<file path="src/rtl/time_bcd_counter.sv">
// time_bcd_counter
// MM:SS stopwatch/clock core with BCD digit registers, a toggling pause
// state driven by a debounced button, and an adjust mode that bumps the
// selected field at the adjust tick rate. Minutes wrap at MIN_LIMIT.

module time_bcd_counter #(
    parameter int MIN_LIMIT = 59
) (
    input  logic       clk,
    input  logic       rst,
    input  logic       clr,
    input  logic       pause,
    input  logic       adj,
    input  logic       sel,
    input  logic       tick_1hz,
    input  logic       tick_adj,
    output logic [3:0] sec_1s_out,
    output logic [3:0] sec_10s_out,
    output logic [3:0] min_1s_out,
    output logic [3:0] min_10s_out,
    output logic       paused,
    output logic       rollover
);

    // The minutes limit split into BCD digits so it can be compared directly
    // against the digit registers without any binary conversion.
    localparam logic [3:0] MIN_LIM_TENS = 4'(MIN_LIMIT / 10);
    localparam logic [3:0] MIN_LIM_ONES = 4'(MIN_LIMIT % 10);

    typedef enum logic [1:0] {
        MODE_RUN,
        MODE_PAUSED,
        MODE_ADJUST,
        MODE_CLEAR
    } mode_t;

    mode_t      mode;

    logic       pause_q;
    logic       pause_edge;

    logic       sec_at_max;
    logic       min_at_limit;

    logic [3:0] sec_inc_1s;
    logic [3:0] sec_inc_10s;
    logic [3:0] min_inc_1s;
    logic [3:0] min_inc_10s;

    logic [3:0] sec_1s_nxt;
    logic [3:0] sec_10s_nxt;
    logic [3:0] min_1s_nxt;
    logic [3:0] min_10s_nxt;
    logic       paused_nxt;
    logic       rollover_nxt;

    // Pause button sampler; cleared by reset so a level held through reset
    // release is treated as a fresh press.
    always_ff @(posedge clk or negedge rst) begin
        if (!rst) begin
            pause_q <= 1'b0;
        end else begin
            pause_q <= pause;
        end
    end

    // Operating mode: clear beats adjust, adjust beats the pause state.
    always_comb begin
        pause_edge = pause & ~pause_q;
        mode       = MODE_RUN;
        if (clr) begin
            mode = MODE_CLEAR;
        end else if (adj) begin
            mode = MODE_ADJUST;
        end else if (paused) begin
            mode = MODE_PAUSED;
        end
    end

    // Wrapping BCD increments for each field, computed in isolation; the
    // mode logic decides whether a seconds wrap carries into minutes.
    always_comb begin
        sec_at_max   = (sec_10s_out == 4'd5) && (sec_1s_out == 4'd9);
        min_at_limit = (min_10s_out == MIN_LIM_TENS) && (min_1s_out == MIN_LIM_ONES);

        sec_inc_1s  = sec_1s_out + 4'd1;
        sec_inc_10s = sec_10s_out;
        if (sec_1s_out == 4'd9) begin
            sec_inc_1s  = 4'd0;
            sec_inc_10s = sec_at_max ? 4'd0 : (sec_10s_out + 4'd1);
        end

        min_inc_1s  = min_1s_out + 4'd1;
        min_inc_10s = min_10s_out;
        if (min_at_limit) begin
            min_inc_1s  = 4'd0;
            min_inc_10s = 4'd0;
        end else if (min_1s_out == 4'd9) begin
            min_inc_1s  = 4'd0;
            min_inc_10s = min_10s_out + 4'd1;
        end
    end

    // Next-state decode: digits hold by default, pause toggles on any press
    // except during clear, rollover only fires on a counted full wrap.
    always_comb begin
        sec_1s_nxt   = sec_1s_out;
        sec_10s_nxt  = sec_10s_out;
        min_1s_nxt   = min_1s_out;
        min_10s_nxt  = min_10s_out;
        paused_nxt   = paused ^ pause_edge;
        rollover_nxt = 1'b0;

        case (mode)
            MODE_CLEAR: begin
                sec_1s_nxt  = 4'd0;
                sec_10s_nxt = 4'd0;
                min_1s_nxt  = 4'd0;
                min_10s_nxt = 4'd0;
                paused_nxt  = 1'b0;
            end
            MODE_ADJUST: begin
                if (tick_adj) begin
                    if (sel) begin
                        sec_1s_nxt  = sec_inc_1s;
                        sec_10s_nxt = sec_inc_10s;
                    end else begin
                        min_1s_nxt  = min_inc_1s;
                        min_10s_nxt = min_inc_10s;
                    end
                end
            end
            MODE_RUN: begin
                if (tick_1hz) begin
                    sec_1s_nxt  = sec_inc_1s;
                    sec_10s_nxt = sec_inc_10s;
                    if (sec_at_max) begin
                        min_1s_nxt   = min_inc_1s;
                        min_10s_nxt  = min_inc_10s;
                        rollover_nxt = min_at_limit;
                    end
                end
            end
            default: begin
            end
        endcase
    end

    // Output state registers; reset discards everything immediately.
    always_ff @(posedge clk or negedge rst) begin
        if (!rst) begin
            sec_1s_out  <= 4'd0;
            sec_10s_out <= 4'd0;
            min_1s_out  <= 4'd0;
            min_10s_out <= 4'd0;
            paused      <= 1'b0;
            rollover    <= 1'b0;
        end else begin
            sec_1s_out  <= sec_1s_nxt;
            sec_10s_out <= sec_10s_nxt;
            min_1s_out  <= min_1s_nxt;
            min_10s_out <= min_10s_nxt;
            paused      <= paused_nxt;
            rollover    <= rollover_nxt;
        end
    end

endmodule

</file>
<file path="config.mk">
export PLATFORM = sky130hd
export DESIGN_NAME = time_bcd_counter
export DESIGN_NICKNAME = d
export VERILOG_FILES = /design/src/rtl/time_bcd_counter.sv
export SDC_FILE = /design/constraint.sdc
export NUM_CORES = 1
export LEC_CHECK = 0
export CELL_PAD_IN_SITES_DETAIL_PLACEMENT = 0
export CELL_PAD_IN_SITES_GLOBAL_PLACEMENT = 1
export CORE_ASPECT_RATIO = 1.5
export CORE_MARGIN = 5
export CORE_UTILIZATION = 34
export DETAILED_ROUTE_END_ITERATION = 6
export MAX_ROUTING_LAYER = met4
export PLACE_DENSITY_LB_ADDON = 0.2
export REMOVE_ABC_BUFFERS = 1
export SYNTH_ARGS = -nofsm -noshare
export SYNTH_HDL_FRONTEND = slang
export SYNTH_SLANG_ARGS = --single-unit
</file>
<file path="constraint.sdc">
create_clock -name clk -period 1.76 [get_ports clk]
set_input_delay 0.352 -clock clk [delete_from_list [all_inputs] [get_ports clk]]
set_output_delay 0.352 -clock clk [all_outputs]
set_load 0.05 [all_outputs]
</file>
Word level (Yosys, flattened, before mapping)
Cells that the tools add are included.
{"block": "classes", "add_sub_neg": 4, "n_eq_ne": 11, "mux": 32, "bitwise": 3, "n_reduce_logical": 6}
{"operator": "$mux 4", "n": 21}
{"operator": "$pmux 4 s3", "n": 4}
{"operator": "$add 4x1->4 const B", "n": 4}
{"operator": "$ne 2x2->1 const B", "n": 5}
{"operator": "$eq 4x3->1 const B", "n": 2}
{"operator": "$eq 4x4->1 const B", "n": 2}
{"operator": "$mux 1", "n": 5}
{"operator": "$reduce_and 5->1", "n": 1}
{"operator": "$eq 2x2->1 const B", "n": 2}
{"operator": "$mux 2", "n": 2}
{"operator": "$reduce_and 4->1", "n": 1}
{"operator": "$reduce_bool 3->1", "n": 1}
{"operator": "$logic_and 1x1->1", "n": 2}
{"operator": "$logic_not 2->1", "n": 1}
{"operator": "$and 1x1->1", "n": 1}
{"operator": "$not 1->1", "n": 1}
{"operator": "$xor 1x1->1", "n": 1}
{"block": "totals", "ff_bits": 19, "in_bits": 8, "out_inout_bits": 18}

Longest topological paths before layout
Gate-level depths: netlist of the first run.
{"block": "logic_depth", "ltp_word": 7, "ltp_mapped": 8}

Worst setup path before layout of the first run
No wires, ideal clock.
{"block": "synth_timing", "path_type": "register to register", "from": "reg sec_1s_out[0]", "to": "reg min_10s_out[0]", "setup_time_ns": 0.125, "arrival_ns": 2.015, "required_time_ns": 1.635, "slack_ns": -0.380, "stages_incl_launch_ff": 8, "synth_period_minus_slack_ns": 2.140, "path_cell_list": "dfrtp_1 -> ha_1 -> nand3b_4 -> nor4b_4 -> a311oi_2 -> buf_6 -> nor2_2 -> mux2_4"}
{"block": "synth_between", "elab_chain_cells": 4}
{"item": "from (decl)", "line": "17", "text": "output logic [3:0] sec_1s_out,"}
{"item": "from (signal assigned)", "line": "159", "text": "sec_1s_out <= sec_1s_nxt;"}
{"item": "$eq 4x4->1", "line": "83", "text": "sec_at_max = (sec_10s_out == 4'd5) && (sec_1s_out == 4'd9);"}
{"item": "$logic_and 1x1->1", "line": "83"}
{"item": "$ne 2x2->1 (no line)"}
{"item": "$reduce_and 5->1 (no line)"}
{"item": "to (signal assigned)", "line": "162", "text": "min_10s_out <= min_10s_nxt;"}
{"item": "to (decl)", "line": "20", "text": "output logic [3:0] min_10s_out,"}
No other way between the ends.
A chain may end at the register's enable or synchronous reset.

Worst setup path after layout of the first run
{"block": "layout_timing", "from": "reg sec_1s_out[1]", "to": "reg min_10s_out[3]"}
The elaborated chain is that of the path after synthesis.

==> results of run 1 <==
[Yosys cell counts]
cell type | instances | share of area [%]
sky130_fd_sc_hd__nor3b_1 | 1 | 0.67
sky130_fd_sc_hd__mux2_2 | 1 | 1.0
sky130_fd_sc_hd__nand2b_1 | 3 | 1.7
sky130_fd_sc_hd__o31ai_1 | 5 | 3.3
sky130_fd_sc_hd__nand3b_4 | 1 | 1.8
sky130_fd_sc_hd__nor2_2 | 1 | 0.56
sky130_fd_sc_hd__inv_1 | 6 | 2.0
sky130_fd_sc_hd__nand3_1 | 8 | 3.6
sky130_fd_sc_hd__or3_1 | 1 | 0.56
sky130_fd_sc_hd__xnor2_1 | 1 | 0.78
sky130_fd_sc_hd__a311o_1 | 1 | 0.89
sky130_fd_sc_hd__or4_1 | 1 | 0.67
sky130_fd_sc_hd__a21o_4 | 1 | 1.3
sky130_fd_sc_hd__dfrtp_1 | 19 | 42
sky130_fd_sc_hd__nor4b_4 | 1 | 2.1
sky130_fd_sc_hd__mux2i_1 | 1 | 0.89
sky130_fd_sc_hd__a311oi_2 | 2 | 2.7
sky130_fd_sc_hd__o41ai_1 | 1 | 0.78
sky130_fd_sc_hd__a22o_1 | 1 | 0.78
sky130_fd_sc_hd__nor3b_2 | 1 | 1.1
sky130_fd_sc_hd__nor2_4 | 1 | 1.0
sky130_fd_sc_hd__buf_6 | 1 | 1.0
sky130_fd_sc_hd__nor2_1 | 6 | 2.0
sky130_fd_sc_hd__nand4b_1 | 1 | 0.78
sky130_fd_sc_hd__nor3_1 | 4 | 1.8
sky130_fd_sc_hd__and3b_1 | 1 | 0.78
sky130_fd_sc_hd__nand2_1 | 11 | 3.7
sky130_fd_sc_hd__nor2b_1 | 4 | 2.2
sky130_fd_sc_hd__o21ai_0 | 9 | 4.0
sky130_fd_sc_hd__a21oi_1 | 2 | 0.89
sky130_fd_sc_hd__a21o_1 | 2 | 1.3
sky130_fd_sc_hd__o21bai_1 | 1 | 0.67
sky130_fd_sc_hd__ha_1 | 8 | 8.9
sky130_fd_sc_hd__mux2_4 | 1 | 1.3
[flip-flops by register name, indices dropped and copies added (netlist names)]
signal,flops
min_1s_out,4
sec_1s_out,4
rollover,1
paused,1
pause_q,1
min_10s_out,4
sec_10s_out,4
[kinds of logic after synthesis]
| logic type | share of synthesized area, % |
|---|---|
| and+or+nand+nor | 25.0 |
| AOI/OAI and AO/OA | 16.7 |
| DFF | 42.4 |
| adders and majority gates | 8.92 |
| buffers and inverters | 3.01 |
| muxes | 3.23 |
| xor gates and xnor gates | 0.781 |
[worst min path at each step]
stage	start	to	slack (ns)	depth (start not counted)
4_1_cts	rst	min_1s_out[0]$_DFFE_PN0P_	0.44	2
3_3_place_gp	min_1s_out[3]$_DFFE_PN0P_	min_1s_out[3]$_DFFE_PN0P_	0.49	1
2_1_floorplan	rst	min_10s_out[0]$_DFFE_PN0P_	0.06	0
6_report	rst	min_1s_out[2]$_DFFE_PN0P_	0.43	2
5_1_grt	rst	rollover$_DFF_PN0_	0.46	2
3_5_place_dp	min_1s_out[3]$_DFFE_PN0P_	min_1s_out[3]$_DFFE_PN0P_	0.49	1
[routing by layer]
layer	vias to the layer above	GRT usage [%]	wire length, um
met5	-	-	0
met4	0	4.64	15
met3	2	3.05	118
met2	15	27.7	1710
met1	518	12.3	1060
li1	515	-	-
[metrics by stage]
stage          setup slack (ns)  util, %  instances
2_1_floorplan            -0.455        -        108
3_3_place_gp             -0.283     50.3        201
3_5_place_dp             -0.330     50.3        201
4_1_cts                 -0.0394     52.2        205
5_1_grt                  -0.118     54.1        207
6_report                -0.0164     54.1        207
[power by group through the flow]
stage	Sequential (mW)	Combinational (mW)	Clock, mW
CTS	0.535	0.609	0.322
global placement	0.541	0.594	0
floorplan	0.734	0.148	0
detailed placement	0.543	0.601	0
finish	0.536	0.628	0.310
global route	0.546	0.673	0.340
[what timing repair did]
action                                  in CTS  in global routing
endpoints found under the setup margin      10                 15
resized for setup                            3                 12
pin swaps                                    1                  7
buffers inserted                             0                  2
hold buffers                                 0                  0
[layout make-up]
class	instances	area (um2)	area share (%)
sequential	19	475	27.8
tap	40	50.0	2.93
timing repair buffer	55	450	26.4
clock buffer	4	45.0	2.64
inverter	6	22.5	1.32
multi-input combinational	83	666	38.9
==> flow_summary.rst, run 1 <==
.. list-table::
   :header-rows: 1

   * - Metric
     - Value
   * - Effective utilization at floorplan
     - 35.5%
   * - CTS tree
     - yes
   * - Normalized max-slew margin
     - 70.9%
   * - Area of the mapped netlist
     - 0.00112 mm2
   * - Cell-internal power
     - 0.908 mW
   * - Share of total power consumed by net switching
     - 38.4%
   * - Bufs and invs on worst path
     - 1
   * - Maximum vdd ir drop
     - 0.447 mV
   * - Slowest CP cell
     - sky130_fd_sc_hd__dfrtp_1
   * - RSZ-0062 raised after global routing
     - true
   * - List of cells traversed by the critical path
     - inv_1 > ha_2 > nand3b_4 > nor4b_4 > a311oi_4 > a311o_1 > a22o_1
   * - Hold Slack
     - 0.434 ns
   * - Clock share of power
     - 21.0%
   * - Net switching power figure
     - 0.566 mW
   * - Die outline area
     - 0.00457 mm2
   * - Sequential element share of the synthesized area
     - 42.4%
   * - Top delay family on crit path
     - compound AO/OA/AOI/OAI gates
   * - Wirelength per Cell
     - 14.0 um
   * - Standard-cell rows
     - 25
   * - Crit Reg-Reg Startpoint
     - sec_1s_out[1]$_DFFE_PN0P_
   * - DRC violation count after routing
     - 0
   * - Final Cycle Share
     - 101%
   * - Maximum number of pins on one net before global-route repair
     - 20
   * - Path type of the worst min-delay path
     - in2async
   * - Final min period
     - 1.78 ns
   * - Run status
     - complete, but fails checks
   * - Register-to-Register Setup Slack
     - -0.02 ns
   * - Pwr Total
     - 1.47 mW
   * - Critical Path Sink
     - min_10s_out[3]$_DFFE_PN0P_
   * - Violation count after the first detailed-route iteration
     - 13
   * - Clock buffer count from CTS
     - 3
   * - Number of hold violations in the final report
     - 0
   * - Violated checks
     - negative setup slack
   * - Part of the total power dissipated in combinational logic
     - 42.6%
   * - Post-detailed-placement cell area
     - 0.00159 mm2
   * - Synthesized flop and latch total
     - 19
   * - Crit path setup slack, layout
     - -0.0164 ns
   * - Sequential fraction of design power
     - 36.4%
   * - Total Routing Usage GR
     - 13.8%
   * - Root buffer selected by CTS
     - sky130_fd_sc_hd__clkbuf_8
   * - Weighted congestion reported at the end of routability-driven placement
     - 0.732
   * - Routed vias/inst
     - 5.07
   * - Terminus of the critical flop-to-flop path
     - min_10s_out[3]$_DFFE_PN0P_
   * - Pwr Density
     - 862 mW/mm2
   * - Antenna diodes
     - 0
   * - Antenna violations before repair
     - 0
   * - Drt first pass iters
     - 4
   * - Critical Path Start
     - sec_1s_out[1]$_DFFE_PN0P_
   * - Class of the most critical setup path
     - reg2reg
   * - Via count
     - 1050
   * - Kind of launch point of the worst setup path
     - flip-flop
   * - Top-level port count
     - 26
   * - Measured slew at the worst slew-check pin
     - 0.436 ns
   * - Signed area change from the synthesized netlist to the final layout
     - 52.3%
   * - Reg2Reg Depth
     - 7
   * - Worst path required time
     - 1.91 ns
   * - Number of library cell types mapped by synthesis
     - 34
   * - Post-detailed-routing wire length
     - 2.90 mm
   * - CTS clock-pin slew for the worst setup and hold paths
     - 0.07 ns
   * - Post-DP HPWL
     - 2.26 mm
   * - Peak Freq
     - 563 MHz
   * - CTS Sinks
     - 19
   * - Fraction of layout cells with a size suffix above 1
     - 40.1%
   * - LEAKAGE
     - 0.861 nW
   * - Max incr delay on CP
     - 0.38 ns
   * - Buffer levels on the longest clock path
     - 2
   * - Total number of cells along the worst setup path
     - 7
   * - Height of the chip
     - 80.4 um
   * - Fill count
     - 292
   * - Net count reported at finish
     - 184
   * - Category of the worst setup path capture point
     - flip-flop
   * - Die boundary width
     - 56.9 um
   * - Average cell area after synthesis
     - 10.3 um2
   * - Max-slew violation total from the final report
     - 0
   * - Count of final setup violators
     - 2
   * - Summed negative setup slack over all endpoints
     - -0.0170 ns
   * - Highest fanout seen on the critical path
     - 6
   * - Insertion delay to the later sink of the worst-skew pair
     - 0.25 ns
   * - Final antenna-violating net count
     - 0
   * - Largest clock skew in the final design
     - 0.00186 ns
   * - Via count of the first global-routing pass
     - 1163
   * - Ys Warns
     - 0
   * - Leading cell types in the layout, fill and taps excluded
     - sky130_fd_sc_hd__buf_4 (47), sky130_fd_sc_hd__dfrtp_1 (19), sky130_fd_sc_hd__nand2_1 (11), sky130_fd_sc_hd__nand3_1 (8), sky130_fd_sc_hd__ha_1 (7)
   * - Number of H-tree levels
     - 1
   * - Worst EP arrival
     - 1.92 ns
   * - Area of the core
     - 0.00316 mm2
   * - Cells after Synth
     - 109
   * - Global-route wire length before repair
     - 4.90 mm
   * - Max-capacitance violation count
     - 0
   * - Final design area excluding fillers
     - 0.00171 mm2
   * - Congestion Overflow GR
     - 0
   * - Number of port buffers
     - 25
   * - Most common library cell in the layout ignoring fill and taps
     - sky130_fd_sc_hd__buf_4
(Power assumes the default switching activity.)
==> inputs of run 2 (changes only) <==
--- a/config.mk
+++ b/config.mk
@@ -5,11 +5,12 @@
 export SDC_FILE = /design/constraint.sdc
 export NUM_CORES = 1
 export LEC_CHECK = 0
+export ABC_AREA = 1
 export CELL_PAD_IN_SITES_DETAIL_PLACEMENT = 0
 export CELL_PAD_IN_SITES_GLOBAL_PLACEMENT = 1
 export CORE_ASPECT_RATIO = 1.5
 export CORE_MARGIN = 5
-export CORE_UTILIZATION = 34
+export CORE_UTILIZATION = 33
 export DETAILED_ROUTE_END_ITERATION = 6
 export MAX_ROUTING_LAYER = met4
 export PLACE_DENSITY_LB_ADDON = 0.2
==> flow_summary.rst, run 2 <==
.. list-table::
   :header-rows: 1

   * - Metric
     - Value
   * - Sequential element share of the synthesized area
     - 38.1%
   * - Setup repair bufs after CTS
     - 0
   * - Pwr Density
     - 902 mW/mm2
   * - Peak Freq
     - 624 MHz
   * - Max-capacitance violation count
     - 0
   * - Congestion Overflow GR
     - 0
   * - Maximum vdd ir drop
     - 0.567 mV
   * - Height of the chip
     - 85.3 um
   * - Final min period
     - 1.60 ns
   * - Count of flip-flops with a built-in enable after synthesis
     - 0
   * - Wirelength per Cell
     - 12.1 um
   * - Crit Reg-Reg Startpoint
     - sec_1s_out[1]$_DFFE_PN0P_
   * - Worst path required time
     - 1.91 ns
   * - Kind of launch point of the worst setup path
     - input port
   * - Run status
     - completed
   * - Routed vias/inst
     - 4.72
   * - Final design area excluding fillers
     - 0.00167 mm2
   * - Fill count
     - 377
   * - Global-route wire length before repair
     - 5.26 mm
   * - Number of hold violations in the final report
     - 0
   * - Cell-internal power
     - 0.871 mW
   * - Standard-cell rows
     - 27
   * - CTS Sinks
     - 19
   * - Fraction of layout cells with a size suffix above 1
     - 25.5%
   * - Yosys top cell by area
     - sky130_fd_sc_hd__dfrtp_1
   * - Final antenna-violating net count
     - 0
   * - Net count reported at finish
     - 217
   * - DRC violation count after routing
     - 0
   * - Root buffer selected by CTS
     - sky130_fd_sc_hd__clkbuf_8
   * - Cells after Synth
     - 160
   * - Fraction of post-synthesis cell area in the top cell type by area
     - 38.1%
   * - Violation count after the first detailed-route iteration
     - 26
   * - Class of the most critical setup path
     - in2reg
   * - Synthesized flop and latch total
     - 19
   * - Pwr Total
     - 1.51 mW
   * - Dominant cell by count in the synthesized netlist
     - sky130_fd_sc_hd__nand2_1
   * - Commonest cells in the synthesized netlist
     - sky130_fd_sc_hd__nand2_1 (49), sky130_fd_sc_hd__dfrtp_1 (19), sky130_fd_sc_hd__nor2_1 (19), sky130_fd_sc_hd__nand3_1 (17), sky130_fd_sc_hd__inv_1 (12)
   * - Die boundary width
     - 60.2 um
   * - Weighted congestion reported at the end of routability-driven placement
     - 0.772
   * - Predominant post-synthesis flop cell
     - sky130_fd_sc_hd__dfrtp_1
   * - Total Routing Usage GR
     - 13.5%
   * - Clock share of power
     - 20.7%
   * - Count of final setup violators
     - 0
   * - # hold bufs at CTS
     - 0
   * - Number of library cell types mapped by synthesis
     - 23
   * - Post-detailed-routing wire length
     - 2.95 mm
   * - Summed negative setup slack over all endpoints
     - 0 ns
   * - Post-DP HPWL
     - 2.28 mm
   * - LEAKAGE
     - 0.899 nW
   * - Average cell area after synthesis
     - 7.80 um2
   * - Via count of the first global-routing pass
     - 1207
   * - Number of H-tree levels
     - 1
   * - Register-to-Register Setup Slack
     - 0.19 ns
   * - Reg2Reg Depth
     - 11
   * - Area of the core
     - 0.00368 mm2
   * - Post-detailed-placement cell area
     - 0.00161 mm2
   * - Measured slew at the worst slew-check pin
     - 0.365 ns
   * - Drt first pass iters
     - 4
   * - Insertion delay to the later sink of the worst-skew pair
     - 0.26 ns
   * - Leading cell types by total area after synthesis
     - sky130_fd_sc_hd__dfrtp_1 (38%), sky130_fd_sc_hd__nand2_1 (15%), sky130_fd_sc_hd__ha_1 (8.0%), sky130_fd_sc_hd__nand3_1 (6.8%), sky130_fd_sc_hd__nor2_1 (5.7%)
   * - Die outline area
     - 0.00514 mm2
   * - RSZ-0062 raised after global routing
     - false
   * - Leading cell types in the layout, fill and taps excluded
     - sky130_fd_sc_hd__nand2_1 (48), sky130_fd_sc_hd__buf_4 (26), sky130_fd_sc_hd__nor2_1 (19), sky130_fd_sc_hd__dfrtp_1 (19), sky130_fd_sc_hd__nand3_1 (17)
   * - Worst EP arrival
     - 1.76 ns
   * - Async set-reset flop share out of synthesis
     - 100%
   * - Area of the mapped netlist
     - 0.00125 mm2
   * - Highest fanout seen on the critical path
     - 5
   * - Share of total power consumed by net switching
     - 42.2%
   * - Via count
     - 1146
   * - Buffer levels on the longest clock path
     - 2
   * - Final Cycle Share
     - 91.0%
   * - Part of the total power dissipated in combinational logic
     - 41.1%
   * - Top-level port count
     - 26
   * - Most common library cell in the layout ignoring fill and taps
     - sky130_fd_sc_hd__nand2_1
   * - Sequential fraction of design power
     - 38.2%
   * - Signed area change from the synthesized netlist to the final layout
     - 34.0%
   * - Clock buffer count from CTS
     - 3
   * - Hold Slack
     - 0.427 ns
   * - Critical Path Start
     - adj
   * - Terminus of the critical flop-to-flop path
     - min_1s_out[2]$_DFFE_PN0P_
   * - Largest clock skew in the final design
     - 0.00462 ns
   * - Category of the worst setup path capture point
     - flip-flop
   * - Effective utilization at floorplan
     - 33.9%
   * - Maximum number of pins on one net before global-route repair
     - 20
   * - Critical Path Sink
     - sec_10s_out[1]$_DFFE_PN0P_
   * - Number of port buffers
     - 25
   * - Path type of the worst min-delay path
     - in2async
   * - Antenna violations before repair
     - 0
   * - Antenna diodes
     - 0
   * - CTS clock-pin slew for the worst setup and hold paths
     - 0.08 ns
   * - Normalized max-slew margin
     - 75.4%
   * - Max-slew violation total from the final report
     - 0
   * - Net switching power figure
     - 0.636 mW
   * - Ys Warns
     - 0
   * - CTS tree
     - yes
[run 2: changes by cell type in the layout (fill, tap and decap cells not counted), sizes merged, moves of 3 or more]
cell | before | now
a21o | 3 | 0
buf | 48 | 28
clkdlybuf4s50 | 4 | 7
dlymetal6s2s | 3 | 0
inv | 6 | 15
nand2 | 11 | 57
nand2b | 3 | 0
nand3 | 8 | 18
nand4 | 0 | 4
nor2 | 8 | 24
nor2b | 4 | 0
o21ai | 9 | 4
o31ai | 5 | 0
xor2 | 0 | 6
[run 2: cells by family after synthesis]
logic type	count (synthesis)	synth area share (%)
xor gates and xnor gates	7	4.91
adders and majority gates	8	8.02
AOI/OAI and AO/OA	6	2.61
buffers and inverters	15	4.71
and+or+nand+nor	105	41.6
DFF	19	38.1
[run 2: final cells by class]
type	count	area [um2]	share of cell area (%)
timing repair buffer	35	305	18.3
tap	43	53.8	3.22
inverter	15	58.8	3.52
multi-input combinational	127	732	43.8
clock inverter	1	5.00	0.299
sequential	19	475	28.4
clock buffer	3	41.3	2.47
[run 2: per-layer routing]
layer | track usage, % | share of wire [%] | vias to the layer above
li1 | - | - | 590
met3 | 1.98 | 3.1 | 2
met5 | - | 0 | -
met2 | 24.2 | 56 | 14
met4 | 4.23 | 0.71 | 0
met1 | 14.8 | 40 | 540
[run 2: metrics by stage]
| step | util [%] | setup slack (ns) | std cells |
|---|---|---|---|
| floorplan | - | -0.0375 | 160 |
| detailed placement | 43.6 | -0.0873 | 238 |
| global placement | 43.6 | -0.0581 | 238 |
| CTS | 44.9 | 0.188 | 242 |
| finish | 45.4 | 0.158 | 243 |
| global route | 45.4 | 0.00528 | 243 |
[run 2: worst min path at each step]
| stage | from | end | slack [ns] | cells past startpoint |
|---|---|---|---|---|
| 3_5_place_dp | pause_q$_DFF_PN0_ | paused$_DFF_PN0_ | 0.53 | 2 |
| 2_1_floorplan | rst | min_10s_out[0]$_DFFE_PN0P_ | 0.06 | 0 |
| 6_report | rst | sec_1s_out[0]$_DFFE_PN0P_ | 0.43 | 2 |
| 3_3_place_gp | pause_q$_DFF_PN0_ | paused$_DFF_PN0_ | 0.51 | 2 |
| 4_1_cts | rst | sec_1s_out[2]$_DFFE_PN0P_ | 0.43 | 2 |
| 5_1_grt | rst | sec_10s_out[2]$_DFFE_PN0P_ | 0.45 | 2 |
[run 2: power groups by stage]
stage	sequential [mW]	clock, mW	combinational [mW]
2_1_floorplan	0.774	0	0.207
3_3_place_gp	0.582	0	0.616
3_5_place_dp	0.585	0	0.619
4_1_cts	0.577	0.333	0.621
5_1_grt	0.589	0.350	0.690
6_report	0.576	0.311	0.620
[run 2: worst max-delay path: stages]
cell and delay [ns]:
sky130_fd_sc_hd__clkdlybuf4s50_1 0.59, sky130_fd_sc_hd__inv_2 0.08, sky130_fd_sc_hd__nand2_4 0.09, sky130_fd_sc_hd__nand4_1 0.13, sky130_fd_sc_hd__nand2_4 0.19, sky130_fd_sc_hd__nor2_1 0.07
sky130_fd_sc_hd__buf_4 0.14, sky130_fd_sc_hd__nand2_1 0.06, sky130_fd_sc_hd__nand2_1 0.05
[run 2: timing repair]
item,CTS,global route
hold endpoints to repair,0,0
gates resized for setup,0,2
setup endpoints to repair,0,2
